--- src/rtl/lpc_pkg.sv ---
// ---------------------------------------------------------------------------
// lpc_pkg
// Shared definitions for the LPC autocorrelation datapath.
//   SAMPLE_W  : sample width in bits
//   LAG_DEPTH : number of delay stages in the lag generator
//   sample_t  : one audio sample
// ---------------------------------------------------------------------------
package lpc_pkg;

  localparam int SAMPLE_W  = 16;
  localparam int LAG_DEPTH = 10;

  typedef logic [SAMPLE_W-1:0] sample_t;

endpackage : lpc_pkg

--- src/rtl/shift_1x10_onehot_mux.sv ---
// ---------------------------------------------------------------------------
// onehot_mux
// Priority select of one of N W-bit inputs by a one-hot select vector.
// The lowest set bit of sel wins when several are set; with no bit set the
// output is zero. Purely combinational.
// Ports:
//   sel   in  [N-1:0]          select vector, bit i selects data[i]
//   data  in  [N-1:0][W-1:0]   candidate inputs
//   out   out [W-1:0]          selected input, or zero
// ---------------------------------------------------------------------------
module onehot_mux #(
  parameter int N = 11,
  parameter int W = 16
) (
  input  logic [N-1:0]        sel,
  input  logic [N-1:0][W-1:0] data,
  output logic [W-1:0]        out
);

  always_comb begin
    // NOTE: the default assignment up front keeps this block free of latches;
    // blocking assignments are correct here because it is combinational.
    out = '0;
    // Walk from the top index down so the lowest set bit is the last
    // assignment and therefore takes priority.
    for (int i = N - 1; i >= 0; i--) begin
      if (sel[i]) out = data[i];
    end
  end

endmodule : onehot_mux

--- src/rtl/shift_1x10.sv ---
// ---------------------------------------------------------------------------
// shift_1x10
// Tapped delay line used as the lag generator of the LPC autocorrelation
// datapath. One sample enters per clock into a DEPTH-stage shift register;
// a one-hot tap vector picks which delay (0..DEPTH samples) drives dout.
// Lag 0 is din itself. tap == 0 gives zero; several set bits -> lowest wins.
// Ports:
//   clk   in  1          rising-edge clock
//   rst   in  1          synchronous active-high reset, clears every stage
//   tap   in  DEPTH+1    one-hot lag select, bit k = delay k
//   din   in  WIDTH      sample input, one per clock
//   dout  out WIDTH      selected delayed sample
// Configuration:
//   SHIFT_1X10_OUTREG_EN  when defined, dout is registered (reset to 0) and
//                         every lag gains one cycle of latency. Undefined:
//                         the output mux is combinational.
// ---------------------------------------------------------------------------
module shift_1x10
  import lpc_pkg::*;
#(
  parameter int WIDTH = SAMPLE_W,
  parameter int DEPTH = LAG_DEPTH
) (
  input  logic             clk,
  input  logic             rst,
  input  logic [DEPTH:0]   tap,
  input  logic [WIDTH-1:0] din,
  output logic [WIDTH-1:0] dout
);

  // stage[k] holds din as sampled k rising edges ago.
  logic [WIDTH-1:0]            stage [1:DEPTH];
  logic [DEPTH:0][WIDTH-1:0]   lag_bus;
  logic [WIDTH-1:0]            sel_value;

  // NOTE: every stage is cleared by reset -- these are individual registers
  // whose zero content is observable on dout, not a RAM, so resetting them
  // is required rather than wasteful.
  for (genvar k = 1; k <= DEPTH; k++) begin : g_stage
    always_ff @(posedge clk) begin
      // NOTE: non-blocking assignment so every stage samples its predecessor's
      // pre-edge value and the chain moves exactly one step per clock.
      if (rst) stage[k] <= '0;
      else if (k == 1) stage[k] <= din;
      else stage[k] <= stage[k-1];
    end
  end

  // Lag 0 is the live input; lags 1..DEPTH come from the register chain.
  always_comb begin
    lag_bus[0] = din;
    for (int k = 1; k <= DEPTH; k++) begin
      lag_bus[k] = stage[k];
    end
  end

  onehot_mux #(
    .N (DEPTH + 1),
    .W (WIDTH)
  ) u_tap_mux (
    .sel  (tap),
    .data (lag_bus),
    .out  (sel_value)
  );

`ifdef SHIFT_1X10_OUTREG_EN
  always_ff @(posedge clk) begin
    if (rst) dout <= '0;
    else     dout <= sel_value;
  end
`else
  assign dout = sel_value;
`endif

endmodule : shift_1x10

--- config.mk ---
export PLATFORM = sky130hd
export DESIGN_NAME = shift_1x10
export DESIGN_NICKNAME = d
export VERILOG_FILES = /design/src/rtl/lpc_pkg.sv /design/src/rtl/shift_1x10_onehot_mux.sv /design/src/rtl/shift_1x10.sv
export SDC_FILE = /design/constraint.sdc
export NUM_CORES = 1
export LEC_CHECK = 0
export CAP_MARGIN = 0
export CORE_UTILIZATION = 52
export CTS_CLUSTER_DIAMETER = 80
export DETAILED_ROUTE_END_ITERATION = 10
export PLACE_DENSITY = 0.85
export SYNTH_ARGS = -nofsm -noshare
export SYNTH_HDL_FRONTEND = slang
export SYNTH_SLANG_ARGS = --single-unit
export TNS_END_PERCENT = 1
--- constraint.sdc ---
create_clock -name clk -period 1.7 [get_ports clk]
set_clock_uncertainty 0.15 [all_clocks]
set_input_delay 0.34 -clock clk [delete_from_list [all_inputs] [get_ports clk]]
set_output_delay 0.34 -clock clk [all_outputs]
set_load 0.03 [all_outputs]
==> results of run 1 <==
==> power groups by stage <==
stage	Combinational (mW)	Clock, mW	Sequential, mW
finish	1.05	4.09	3.85
floorplan	0.522	0	3.91
global placement	0.837	0	3.92
CTS	0.985	4.07	3.84
detailed placement	0.851	0	3.92
global route	1.09	4.29	3.85
==> path summary, 6_finish.rpt <==
kind | end | slack, ps | depth (start not counted)
max | dout[13] | -630 | 5
max reg2reg | stage[0][141] | 820 | 2
min reg2reg | stage[0][40] | 280 | 2
min | stage[0][40] | 120 | 2
==> critical path, delay by kind of cell, from the launching register on <==
kind / cells / cell delay [ps]
compound gates: 4 / 950
buf+inv: 1 / 140
flops: 1 / 320
==> cell type report <==
cell class	instances	area, µm²	share of cell area
clock buffers	25	505	0.0625
well taps	140	175	0.0217
flip-flops and latches	160	3210	0.397
repair buffers	100	1190	0.147
inverters	17	63.8	0.00789
clock inverters	5	125	0.0155
multi-input cells	376	2820	0.349
==> synthesized netlist by cell type (all sizes together) <==
cell,count
nor2,16
a2111oi,1
a22oi,30
nor2b,163
inv,17
o311ai,1
dfxtp,160
buf,19
nor3b,16
a211o,16
o21bai,14
o31ai,15
nor4,1
nor3,1
o21ai,1
o41ai,1
a31oi,15
nand2,16
o22ai,15
a21oi,32
a221o,1
clkbuf,30
nand2b,2
and3b,1
or2,1
o211a,1
a221oi,15
or3b,1
==> cell usage in the layout, fill, tap and decap left out, types with 4 or more instances in the layout <==
master	count
a211o_1	16
clkbuf_16	17
nor2_1	15
nand2_1	16
o31ai_2	8
nor3b_1	13
clkdlybuf4s50_1	16
buf_4	31
dfxtp_1	157
a31oi_4	12
o22ai_1	15
buf_12	15
nor2b_1	162
clkbuf_8	5
a21oi_1	29
buf_2	4
a22oi_1	23
a221oi_1	12
o31ai_1	7
a22oi_2	7
buf_6	22
o21bai_1	13
inv_1	17
bufinv_16	4
==> metrics by stage <==
stage / util / TNS [ps] / setup WS (ps)
global route: 0.733 / -8350 / -652
floorplan: - / -3640 / -245
detailed placement: 0.633 / -12970 / -849
CTS: 0.724 / -7320 / -533
global placement: 0.633 / -12380 / -830
finish: 0.733 / -7850 / -630
==> kinds of logic after synthesis <==
logic type,after synthesis,share of synthesized area
flip-flops,160,0.537
buffers and inverters,66,0.0501
AO/OA/AOI/OAI,158,0.191
AND/OR/NAND/NOR,218,0.222
==> timing repair <==
item | in CTS | in global routing
resized for setup | 84 | 20
gates cloned | 5 | 0
setup endpoints to repair | 16 | 16
pin swaps | 35 | 12
hold buffers | 0 | 0
buffers inserted | 7 | 0
==> metal layers <==
metal,share of wire,track usage,vias up
met5,0,0,-
met4,0.050,0.178,0
met3,0.071,0.0837,80
met2,0.48,0.495,281
met1,0.40,0.382,2455
li1,-,-,2216
==> flow_metrics.env, run 1 <==
export IMPL_drtIter0Drc=517
export IMPL_rows=38
export IMPL_rsz0062_at_grt="yes"
export IMPL_p_int_mw=6.94
export IMPL_syn_inst=602
export IMPL_place_inst=781
export IMPL_via_per_inst=6.11
export IMPL_crit_fanout=2
export IMPL_outcome="complete, but fails checks"
export IMPL_drc=0
export IMPL_num_fill_cells=645
export IMPL_arrival_ps=1840
export IMPL_power_mw=8.99
export IMPL_vias=5032
export IMPL_grt_start_max_net_pins=60
export IMPL_final_antenna_net_count=0
export IMPL_largest_reg_flops=160
export IMPL_cp_slowest_cell="a211o_1"
export IMPL_clk_latency_ps=430
export IMPL_io_pins=45
export IMPL_cts_tree="built"
export IMPL_ir_drop_uv=955
export IMPL_synthTopCellsByArea="dfxtp_1 (54%), nor2b_1 (17%), a22oi_1 (3.8%)"
export IMPL_overflow=0
export IMPL_worstMarginPinSlew_ps=461
export IMPL_wire_per_inst_um=22.0
export IMPL_whs_ps=120
export IMPL_crit_chain="a211o_1 -> a2111oi_4 -> o41ai_2 -> o211a_1 -> buf_6"
export IMPL_seq_area_frac_synth=0.537
export IMPL_fin_nets=701
export IMPL_hold_viol_final=0
export IMPL_setup_viol=16
export IMPL_gp_congestion=0.865
export IMPL_slew_viol_final=0
export IMPL_p_per_area_nw_per_um2=1110
export IMPL_synth_distinct_cells=33
export IMPL_synth_top_area_frac=0.537
export IMPL_violations="setup timing"
export IMPL_period_minus_slack_ps=2330
export IMPL_instances_no_fill=823
export IMPL_reg2reg_from="stage[0][125]"
export IMPL_clockBufferDepth=2
export IMPL_coreArea_um2=11000
export IMPL_regMostFlops="stage"
export IMPL_syn_avg_cell_area_um2=9.91
export IMPL_crit_required_ps=1210
export IMPL_synth_seq_cells=160
export IMPL_track_usage=0.312
export IMPL_die_area_um2=11900
export IMPL_slew_headroom=0.690
export IMPL_max_stage_delay_ps=340
export IMPL_drive_gt1_frac=0.230
export IMPL_crit_path_start="stage[0][45]"
export IMPL_fin_area_um2=8090
export IMPL_antenna_cells=0
export IMPL_routed_wirelength_um=18100
export IMPL_cp_end_kind="primary output"
export IMPL_dieWidth_um=109
export IMPL_area_growth_synth_to_final_pct=35.5
export IMPL_setup_slack_ps=-630
export IMPL_reg_top3="stage (160)"
export IMPL_path_clk_slew_ps=60
export IMPL_dpl_hpwl_um=8870
export IMPL_p_seq_frac=0.428
export IMPL_setup_worst_path_start_class="flip-flop"
export IMPL_portBuffers=44
export IMPL_antenna_found_initial=0
export IMPL_p_clk_frac=0.455
export IMPL_maxCapViolCount=0
export IMPL_switching_share=0.228
export IMPL_synth_warnings=0
export IMPL_max_freq_mhz=429
export IMPL_combPwrFrac=0.117
export IMPL_syn_nets=631
export IMPL_start_util=0.541
export IMPL_grt_pass1_wl_um=27300
export IMPL_clock_sinks=160
export IMPL_first_global_vias=4936
export IMPL_die_y_um=109
export IMPL_p_sw_mw=2.05
export IMPL_fin_crit_sh=1.37
export IMPL_numCtsBuffers=17
export IMPL_netlist_area_um2=5970
export IMPL_clockRootBuffer="clkbuf_16"
export IMPL_hp_start="rst"
export IMPL_postPlaceCellArea_um2=6980
export IMPL_dr_pass1_iters=5
export IMPL_htreeDepth=4
export IMPL_min_path_type="in -> reg"
export IMPL_cellLeakagePower_nw=3.10
export IMPL_critPathKind="reg -> out"
export IMPL_synth_area_leader_cell="dfxtp_1"
(Power assumes the default switching activity.)
==> inputs of run 2 (changes only) <==
==> constraint.sdc (replaced) <==
create_clock -name clk -period 1.95 [get_ports clk]
set_clock_uncertainty 0.15 [all_clocks]
set_input_delay 0.39 -clock clk [delete_from_list [all_inputs] [get_ports clk]]
set_output_delay 0.39 -clock clk [all_outputs]
set_load 0.03 [all_outputs]
==> flow_metrics.env, run 2 (same netlist as run 1, synthesis figures left out) <==
export IMPL_antenna_found_initial=0
export IMPL_area_growth_synth_to_final_pct=34.3
export IMPL_regMostFlops="stage"
export IMPL_final_antenna_net_count=0
export IMPL_rr_endpoint="stage[0][155]"
export IMPL_hold_viol_final=0
export IMPL_clockRootBuffer="clkbuf_16"
export IMPL_fin_nets=695
export IMPL_drtIter0Drc=486
export IMPL_period_minus_slack_ps=2350
export IMPL_arrival_ps=1810
export IMPL_fin_crit_sh=1.21
export IMPL_reg2reg_from="stage[0][139]"
export IMPL_place_inst=779
export IMPL_r2r_setup_slack_ps=1110
export IMPL_dr_pass1_iters=5
export IMPL_clock_sinks=160
export IMPL_coreArea_um2=11000
export IMPL_slew_headroom=0.706
export IMPL_reg_top3="stage (160)"
export IMPL_cp_end_kind="primary output"
export IMPL_mostFrequentLayoutCells="nor2b_1 (162), dfxtp_1 (159), a21oi_1 (30)"
export IMPL_crit_end="dout[13]"
export IMPL_rsz0062_at_grt="yes"
export IMPL_die_y_um=109
export IMPL_worstMarginPinSlew_ps=441
export IMPL_clockBufferDepth=2
export IMPL_mostFrequentLayoutCell="nor2b_1"
export IMPL_p_per_area_nw_per_um2=964
export IMPL_whs_path_depth=2
export IMPL_crit_path_start="stage[0][45]"
export IMPL_crit_required_ps=1410
export IMPL_path_clk_slew_ps=60
export IMPL_antenna_cells=0
export IMPL_gp_congestion=0.862
export IMPL_overflow=0
export IMPL_setup_worst_path_start_class="flip-flop"
export IMPL_rr_worst_depth=1
export IMPL_dpl_hpwl_um=9020
export IMPL_crit_fanout=2
export IMPL_power_mw=7.72
export IMPL_die_area_um2=11900
export IMPL_grt_start_max_net_pins=90
export IMPL_track_usage=0.296
export IMPL_violations="setup timing"
export IMPL_instances_no_fill=819
export IMPL_min_path_type="reg -> reg"
export IMPL_via_per_inst=6.00
export IMPL_numCtsBuffers=17
export IMPL_setup_slack_ps=-401
export IMPL_dieWidth_um=109
export IMPL_max_freq_mhz=425
export IMPL_setup_viol=16
export IMPL_start_util=0.541
export IMPL_critPathKind="reg -> out"
export IMPL_htreeDepth=4
export IMPL_portBuffers=44
export IMPL_first_global_vias=4847
export IMPL_drc=0
export IMPL_wire_per_inst_um=20.4
export IMPL_grt_pass1_wl_um=26100
export IMPL_io_pins=45
export IMPL_routed_wirelength_um=16700
export IMPL_rows=38
export IMPL_outcome="complete, but fails checks"
export IMPL_drive_gt1_frac=0.230
export IMPL_largest_reg_flops=160
export IMPL_clk_latency_ps=420
export IMPL_vias=4915
export IMPL_cellLeakagePower_nw=3.03
export IMPL_maxCapViolCount=0
export IMPL_ir_drop_uv=600
export IMPL_cts_hold_buffers=0
export IMPL_slew_viol_final=0
export IMPL_cts_tree="built"
[run 2: cell count changes in the layout (fill, tap and decap cells not counted), moves of 4 or more]
cell	delta
o31ai_1	+4
o31ai_2	-4
nand2_2	+4
clkbuf_8	-5
clkinvlp_4	+7
nand2_1	-4
buf_4	-4
[run 2: through the flow]
step | util | worst slack (ps) | hold WS (ps) | instance area (µm²) | TNS [ps]
6_report | 0.726 | -401 | 284 | 8010 | -4610
3_5_place_dp | 0.631 | -684 | 275 | 6960 | -10420
4_1_cts | 0.726 | -344 | 284 | 8000 | -4240
5_1_grt | 0.726 | -431 | 307 | 8010 | -5260
2_1_floorplan | - | -95.0 | 266 | 6180 | -1240
3_3_place_gp | 0.631 | -690 | 268 | 6960 | -9970
[run 2: area by class of cell]
type                       instances  area [µm²]
clock buffer                      18         429
tap                              140         175
multi-input combinational        376        2830
fill                             650        3020
inverter                          17        63.8
timing repair buffer              94        1120
sequential                       160        3200
clock inverter                    14         191
[run 2: how the worst min path moves through the flow]
stage                               to    startpoint  slack (ps)
after detailed placement  stage[0][46]  stage[0][30]         280
after CTS                 stage[0][46]  stage[0][30]         280
after global routing      stage[0][46]  stage[0][30]         310
after global placement    stage[0][46]  stage[0][30]         270
after floorplan           stage[0][32]  stage[0][16]         270
final                     stage[0][46]  stage[0][30]         280
[run 2: routing by layer]
metal  global-route usage  part of all wire  wire (µm)
met1                0.373              0.41       6880
met2                0.473              0.48       8050
met3               0.0699             0.072       1210
met4                0.147             0.036        605
met5                    0                 0          0
[run 2: repair_timing]
action	CTS	global route
gates cloned	5	0
endpoints found under the setup margin	16	16
gates resized for setup	105	2
setup buffers	3	0
pin swaps	36	4
[run 2: critical path, cell delays in order (launching register included)]
cell	delay, ps
dfxtp_2	320
a211o_1	340
a2111oi_4	270
o41ai_2	170
o211a_1	150
buf_6	140
[run 2: report_power, final]
group          internal, mW  total (mW)  switching [mW]
Clock                  2.14        3.48            1.34
Sequential             3.32        3.35          0.0320
Combinational         0.416       0.891           0.476
Total                  5.87        7.72            1.85
==> inputs of run 3 (changes only) <==
--- a/config.mk
+++ b/config.mk
@@ -5,6 +5,7 @@
 export SDC_FILE = /design/constraint.sdc
 export NUM_CORES = 1
 export LEC_CHECK = 0
+export ABC_AREA = 0
 export CAP_MARGIN = 0
 export CORE_UTILIZATION = 52
 export CTS_CLUSTER_DIAMETER = 80
==> results of run 3 <==
No change in the layout: final DEF, timing and power equal those of run 2.
